## config.mk

```make
export PLATFORM = sky130hd
export DESIGN_NAME = mem_port_arbiter
export DESIGN_NICKNAME = d
export VERILOG_FILES = /design/src/rtl/mem_port_arbiter.sv
export SDC_FILE = /design/constraint.sdc
export NUM_CORES = 1
export LEC_CHECK = 0
export BUFFER_PORTS_ARGS = -buffer_cell sky130_fd_sc_hd__buf_4
export CAP_MARGIN = 20
export CORE_MARGIN = 2
export CORE_UTILIZATION = 47
export DETAILED_ROUTE_END_ITERATION = 10
export PLACE_DENSITY = 0.91
export SLEW_MARGIN = 15
export SYNTH_ARGS = -nofsm -noshare
export SYNTH_HDL_FRONTEND = slang
export SYNTH_SLANG_ARGS = --single-unit
export TNS_END_PERCENT = 50
```

## constraint.sdc

```tcl
create_clock -name iCLK -period 2.3 [get_ports iCLK]
set_clock_uncertainty 0.15 [all_clocks]
set_input_delay 0.46 -clock iCLK [delete_from_list [all_inputs] [get_ports iCLK]]
set_output_delay 0.46 -clock iCLK [all_outputs]
set_load 0.05 [all_outputs]
```

## src/rtl/mem_port_arbiter.sv

```systemverilog
// Shares one single-ported memory between the CPU instruction and data buses.
// Data wins by default; instruction fetch is forced after MAX_D_STREAK data grants in a row.
module mem_port_arbiter #(
   parameter int unsigned MAX_D_STREAK = 4,
   parameter int unsigned TIMEOUT      = 255
) (
   input  logic        iCLK,
   input  logic        iRST,
   input  logic        iIReq,
   input  logic        iIWe,
   input  logic [3:0]  iIBe,
   input  logic [31:0] iIAddr,
   input  logic [31:0] iIWData,
   output logic [31:0] oIRData,
   output logic        oIAck,
   input  logic        iDReq,
   input  logic        iDWe,
   input  logic [3:0]  iDBe,
   input  logic [31:0] iDAddr,
   input  logic [31:0] iDWData,
   output logic [31:0] oDRData,
   output logic        oDAck,
   output logic        oMemRe,
   output logic        oMemWe,
   output logic [3:0]  oMemBe,
   output logic [31:0] oMemAddr,
   output logic [31:0] oMemWData,
   input  logic [31:0] iMemRData,
   input  logic        iMemReady,
   output logic        oTimeout,
   output logic [1:0]  oDbgState
);

   // Handshake: a requester raises iXReq with its fields and holds them until oXAck;
   // the arbiter asserts oMemRe/oMemWe until iMemReady=1 or the watchdog expires.

   typedef enum logic [1:0] {
      ST_IDLE   = 2'd0,
      ST_BUSY_I = 2'd1,
      ST_BUSY_D = 2'd2,
      ST_DONE   = 2'd3
   } state_t;

   localparam logic [3:0] LP_MAX_STREAK = 4'(MAX_D_STREAK);
   localparam logic [7:0] LP_TIMEOUT    = 8'(TIMEOUT);

   state_t      r_state;
   logic [3:0]  r_streak;
   logic [7:0]  r_wdog;

   logic        w_force_i;
   logic        w_grant_d;
   logic        w_finish;
   logic [31:0] w_rdata;

   assign w_force_i = iIReq && (r_streak == LP_MAX_STREAK);
   assign w_grant_d = iDReq && !w_force_i;
   // r_wdog counts BUSY cycles including the current one, so it reaches TIMEOUT on the last allowed cycle.
   assign w_finish  = iMemReady || (r_wdog == LP_TIMEOUT);
   assign w_rdata   = (iMemReady && !oMemWe) ? iMemRData : 32'd0;
   assign oDbgState = r_state;

   always_ff @(posedge iCLK or negedge iRST) begin
      if (!iRST) begin
         r_state   <= ST_IDLE;
         r_streak  <= 4'd0;
         r_wdog    <= 8'd0;
         oIRData   <= 32'd0;
         oIAck     <= 1'b0;
         oDRData   <= 32'd0;
         oDAck     <= 1'b0;
         oMemRe    <= 1'b0;
         oMemWe    <= 1'b0;
         oMemBe    <= 4'd0;
         oMemAddr  <= 32'd0;
         oMemWData <= 32'd0;
         oTimeout  <= 1'b0;
      end else begin
         oIAck <= 1'b0;
         oDAck <= 1'b0;
         case (r_state)
            ST_IDLE: begin
               if (w_grant_d) begin
                  r_state   <= ST_BUSY_D;
                  oMemRe    <= !iDWe;
                  oMemWe    <= iDWe;
                  oMemBe    <= iDBe;
                  oMemAddr  <= iDAddr;
                  oMemWData <= iDWData;
                  r_streak  <= iIReq ? (r_streak + 4'd1) : 4'd0;
                  r_wdog    <= 8'd1;
               end else if (iIReq) begin
                  r_state   <= ST_BUSY_I;
                  oMemRe    <= !iIWe;
                  oMemWe    <= iIWe;
                  oMemBe    <= iIBe;
                  oMemAddr  <= iIAddr;
                  oMemWData <= iIWData;
                  r_streak  <= 4'd0;
                  r_wdog    <= 8'd1;
               end
            end
            ST_BUSY_I, ST_BUSY_D: begin
               if (w_finish) begin
                  r_state <= ST_DONE;
                  oMemRe  <= 1'b0;
                  oMemWe  <= 1'b0;
                  if (r_state == ST_BUSY_I) begin
                     oIAck   <= 1'b1;
                     oIRData <= w_rdata;
                  end else begin
                     oDAck   <= 1'b1;
                     oDRData <= w_rdata;
                  end
                  if (!iMemReady) begin
                     oTimeout <= 1'b1;
                  end
               end else begin
                  r_wdog <= r_wdog + 8'd1;
               end
            end
            ST_DONE: begin
               r_state <= ST_IDLE;
            end
            default: begin
               r_state <= ST_IDLE;
            end
         endcase
      end
   end

endmodule

```

==> impl_metrics.json <==
{
  "cts_root_buffer": "clkbuf_16",
  "comb_power_share_pct": 55.5,
  "cp-end-kind": "register",
  "vias": 5690,
  "grt_busiest_layer": "met2",
  "crit_family": "simple AND/OR/NAND/NOR gates",
  "cts_buffers": 17,
  "diodes": 0,
  "fin_tns_setup_ns": 0,
  "pin_count": 314,
  "drt_wl_total_mm": 19.7,
  "sw_frac_of_total_pct": 49.1,
  "r2r_cells": 7,
  "rows": 43,
  "grt_setup_unrepaired": "no",
  "core_mm2": 0.0138,
  "r2r-start": "r_streak[0]",
  "synthTopCellsByArea": "dfrtp_1 (57%), mux2i_1 (11%), a22o_1 (9.2%)",
  "postLayoutSetupSlackWorst_ns": 0.241,
  "track_usage_pct": 25.7,
  "nets": 1044,
  "ant_nets": 0,
  "period_share_pct": 89.5,
  "post-route-util_pct": 71.3,
  "pre_cts_slack_ns": 0.265,
  "syn_area_mm2": 0.00659,
  "critPathMaxFanout": 12,
  "area_growth_pct": 48.9,
  "intPower_mw": 8.52,
  "first_global_vias": 5649,
  "slew-limit-headroom_pct": 56.3,
  "crit_chain": "inv_1 > ha_1 > nand4b_2 > nand2_4 > buf_4 > mux2i_1 > o21ai_0",
  "p_per_area_mw_per_mm2": 1710,
  "synthMostInstantiatedCell": "dfrtp_1",
  "r2r_setup_slack_ns": 0.24,
  "drc": 0,
  "min_to": "oIRData[0]",
  "place_inst": 1023,
  "required_ns": 2.43,
  "synthCells": 549,
  "status": "completed",
  "power_frac_seq_pct": 27.9,
  "crit_type": "reg2reg",
  "drt-initial-drc-count": 450,
  "cts_max_level": 4,
  "grtUsageMet2_pct": 44.4,
  "place_area_mm2": 0.00922,
  "hold_start": "iMemRData[0]",
  "report.final.slew_viol_count": 0,
  "antenna_found_initial": 0,
  "async_reset_ff_share_pct": 100,
  "cts_sinks": 151,
  "synthDistinctLibCells": 48,
  "wl_per_cell_um": 18.6,
  "grt_util_met3_pct": 7.30,
  "die_w_um": 122,
  "period_minus_slack_ns": 2.06,
  "r2r_end": "oMemBe[2]",
  "synth_commonest_cells": "dfrtp_1 (151), nand2_1 (77), mux2i_1 (74), a22o_1 (69), o21ai_0 (62)",
  "maxCapViolations": 0,
  "nFillCells": 963,
  "cp_data_arrival_time_ns": 2.19,
  "die_y_um": 122,
  "met1_usage_pct": 30.7,
  "port_buffers": 313,
  "crit_path_max_incr_delay_ns": 0.42,
  "clock_power_share_pct": 16.6,
  "finalInstanceArea_mm2": 0.00982,
  "instances_no_fill": 1056,
  "synth_top_area_share_pct": 57.3,
  "finalPower_mw": 16.8,
  "hold_viol": 0,
  "worst_pin_slew_ns": 0.653,
  "syn_nets": 730,
  "setup_viol": 0,
  "vias_per_cell": 5.39,
  "power.leakage_nw": 5.09,
  "insertion_delay_ns": 0.41,
  "globalplace.congestion": 0.830,
  "synth_seq_cells": 151,
  "fmax_mhz": 486,
  "ys.flop_type": "dfrtp_1",
  "drtPass1Iterations": 5,
  "start_util_pct": 47.9,
  "clkTransAtPathRegs_ns": 0.07,
  "min_path_cells": 2,
  "whs_ns": 0.114,
  "cts_tree": "built",
  "avgSynthCellArea_um2": 12.0,
  "grt.overflow.total": 0,
  "cp_slowest_cell": "dfrtp_1",
  "grt_pass1_wl_mm": 29.4,
  "grt_max_degree": 75,
  "dp_hpwl_mm": 14.5,
  "synth_edf_count": 0,
  "worstSetupStartpointType": "register",
  "hold_path_class": "in2reg",
  "dieArea_mm2": 0.0150,
  "synth.largest_area_cell": "dfrtp_1",
  "cp_num_buf_inv": 2,
  "layout-drive-gt1-share_pct": 43.9,
  "synth_warnings": 0,
  "cts_buffer_depth": 2,
  "switchingPower_mw": 8.23,
  "ir_drop_mv": 1.07,
  "yosysSeqAreaShare_pct": 57.3
}
state kept, by name, summed over array words and instances, names as in the netlist:
register   cells
oMemRe         1
r_wdog         8
oMemAddr      32
r_streak       4
oDbgState      2
oIRData       32
oTimeout       1
oIAck          1
oDRData       32
oMemBe         4
oMemWData     32
oDAck          1
oMemWe         1
cell type report:
class,instances,area [µm²],area share [%]
Clock buffer,18,429,4.37
Clock inverter,14,161,1.64
Inverter,11,41.3,0.421
Multi-Input combinational cell,349,2550,26.0
Sequential cell,151,3780,38.5
Tap cell,180,225,2.29
Timing Repair Buffer,333,2630,26.8
timing repair:
item | 4_1_cts | 5_1_grt
hold endpoints to repair | 45 | 0
buffers inserted | 0 | 0
endpoints found under the setup margin | 0 | 0
resized for setup | 0 | 0
hold buffers | 1 | 0
cell usage in the layout, fill, tap and decap left out, types with 3 or more instances in the layout:
master / Yosys / final
dfrtp_1: 151 / 149
clkbuf_16: 0 / 17
a21o_1: 3 / 3
o21ai_1: 10 / 10
o21ai_0: 62 / 62
mux2i_1: 74 / 74
nand2_1: 77 / 77
mux2_1: 3 / 3
buf_12: 0 / 10
nor2_1: 4 / 4
inv_6: 0 / 5
nand3_1: 3 / 3
inv_1: 9 / 9
a22o_1: 69 / 69
buf_4: 7 / 321
ha_1: 6 / 6
power by group through the flow:
stage          clock network, mW  logic (mW)  registers, mW
2_1_floorplan                  0        2.45           8.39
3_3_place_gp                   0        9.07           4.60
3_5_place_dp                   0        9.30           4.67
4_1_cts                     2.83        9.35           4.66
5_1_grt                     2.95        9.75           4.79
6_report                    2.79        9.30           4.67
layer usage:
metal	up-vias	routed length, µm	share of wire (%)
met3	36	1430	7.2
met5	-	0	0
met2	242	10400	53
li1	2623	-	-
met1	2789	7420	38
met4	0	459	2.3
worst max-delay path by stage:
stage	start	endpoint	slack, ns	depth (start not counted)
after floorplan	oDbgState[1]	r_wdog[6]	0.02	7
after global placement	r_streak[0]	oMemWData[13]	0.32	7
after detailed placement	oDbgState[1]	r_wdog[0]	0.26	6
after CTS	oDbgState[1]	r_wdog[0]	0.25	6
after global routing	r_streak[0]	oMemBe[2]	0.14	7
final	r_streak[0]	oMemBe[2]	0.24	7
worst reg2reg max path, cell delays in order, from the launching register on:
cell	delay (ns)
dfrtp_1	0.42
inv_1	0.08
ha_1	0.16
nand4b_2	0.15
nand2_4	0.31
buf_4	0.29
mux2i_1	0.24
o21ai_0	0.12
kinds of logic after synthesis:
| kind of cell | count (synthesis) | synth area share [%] |
|---|---|---|
| AO/OA/AOI/OAI | 160 | 17.5 |
| multiplexers | 77 | 11.7 |
| adder cells (fa/ha/maj) | 6 | 1.14 |
| AND/OR/NAND/NOR | 106 | 7.93 |
| buffers and inverters | 49 | 4.42 |
| flip-flops | 151 | 57.3 |
No activity file was read; power rests on OpenSTA's default activity.
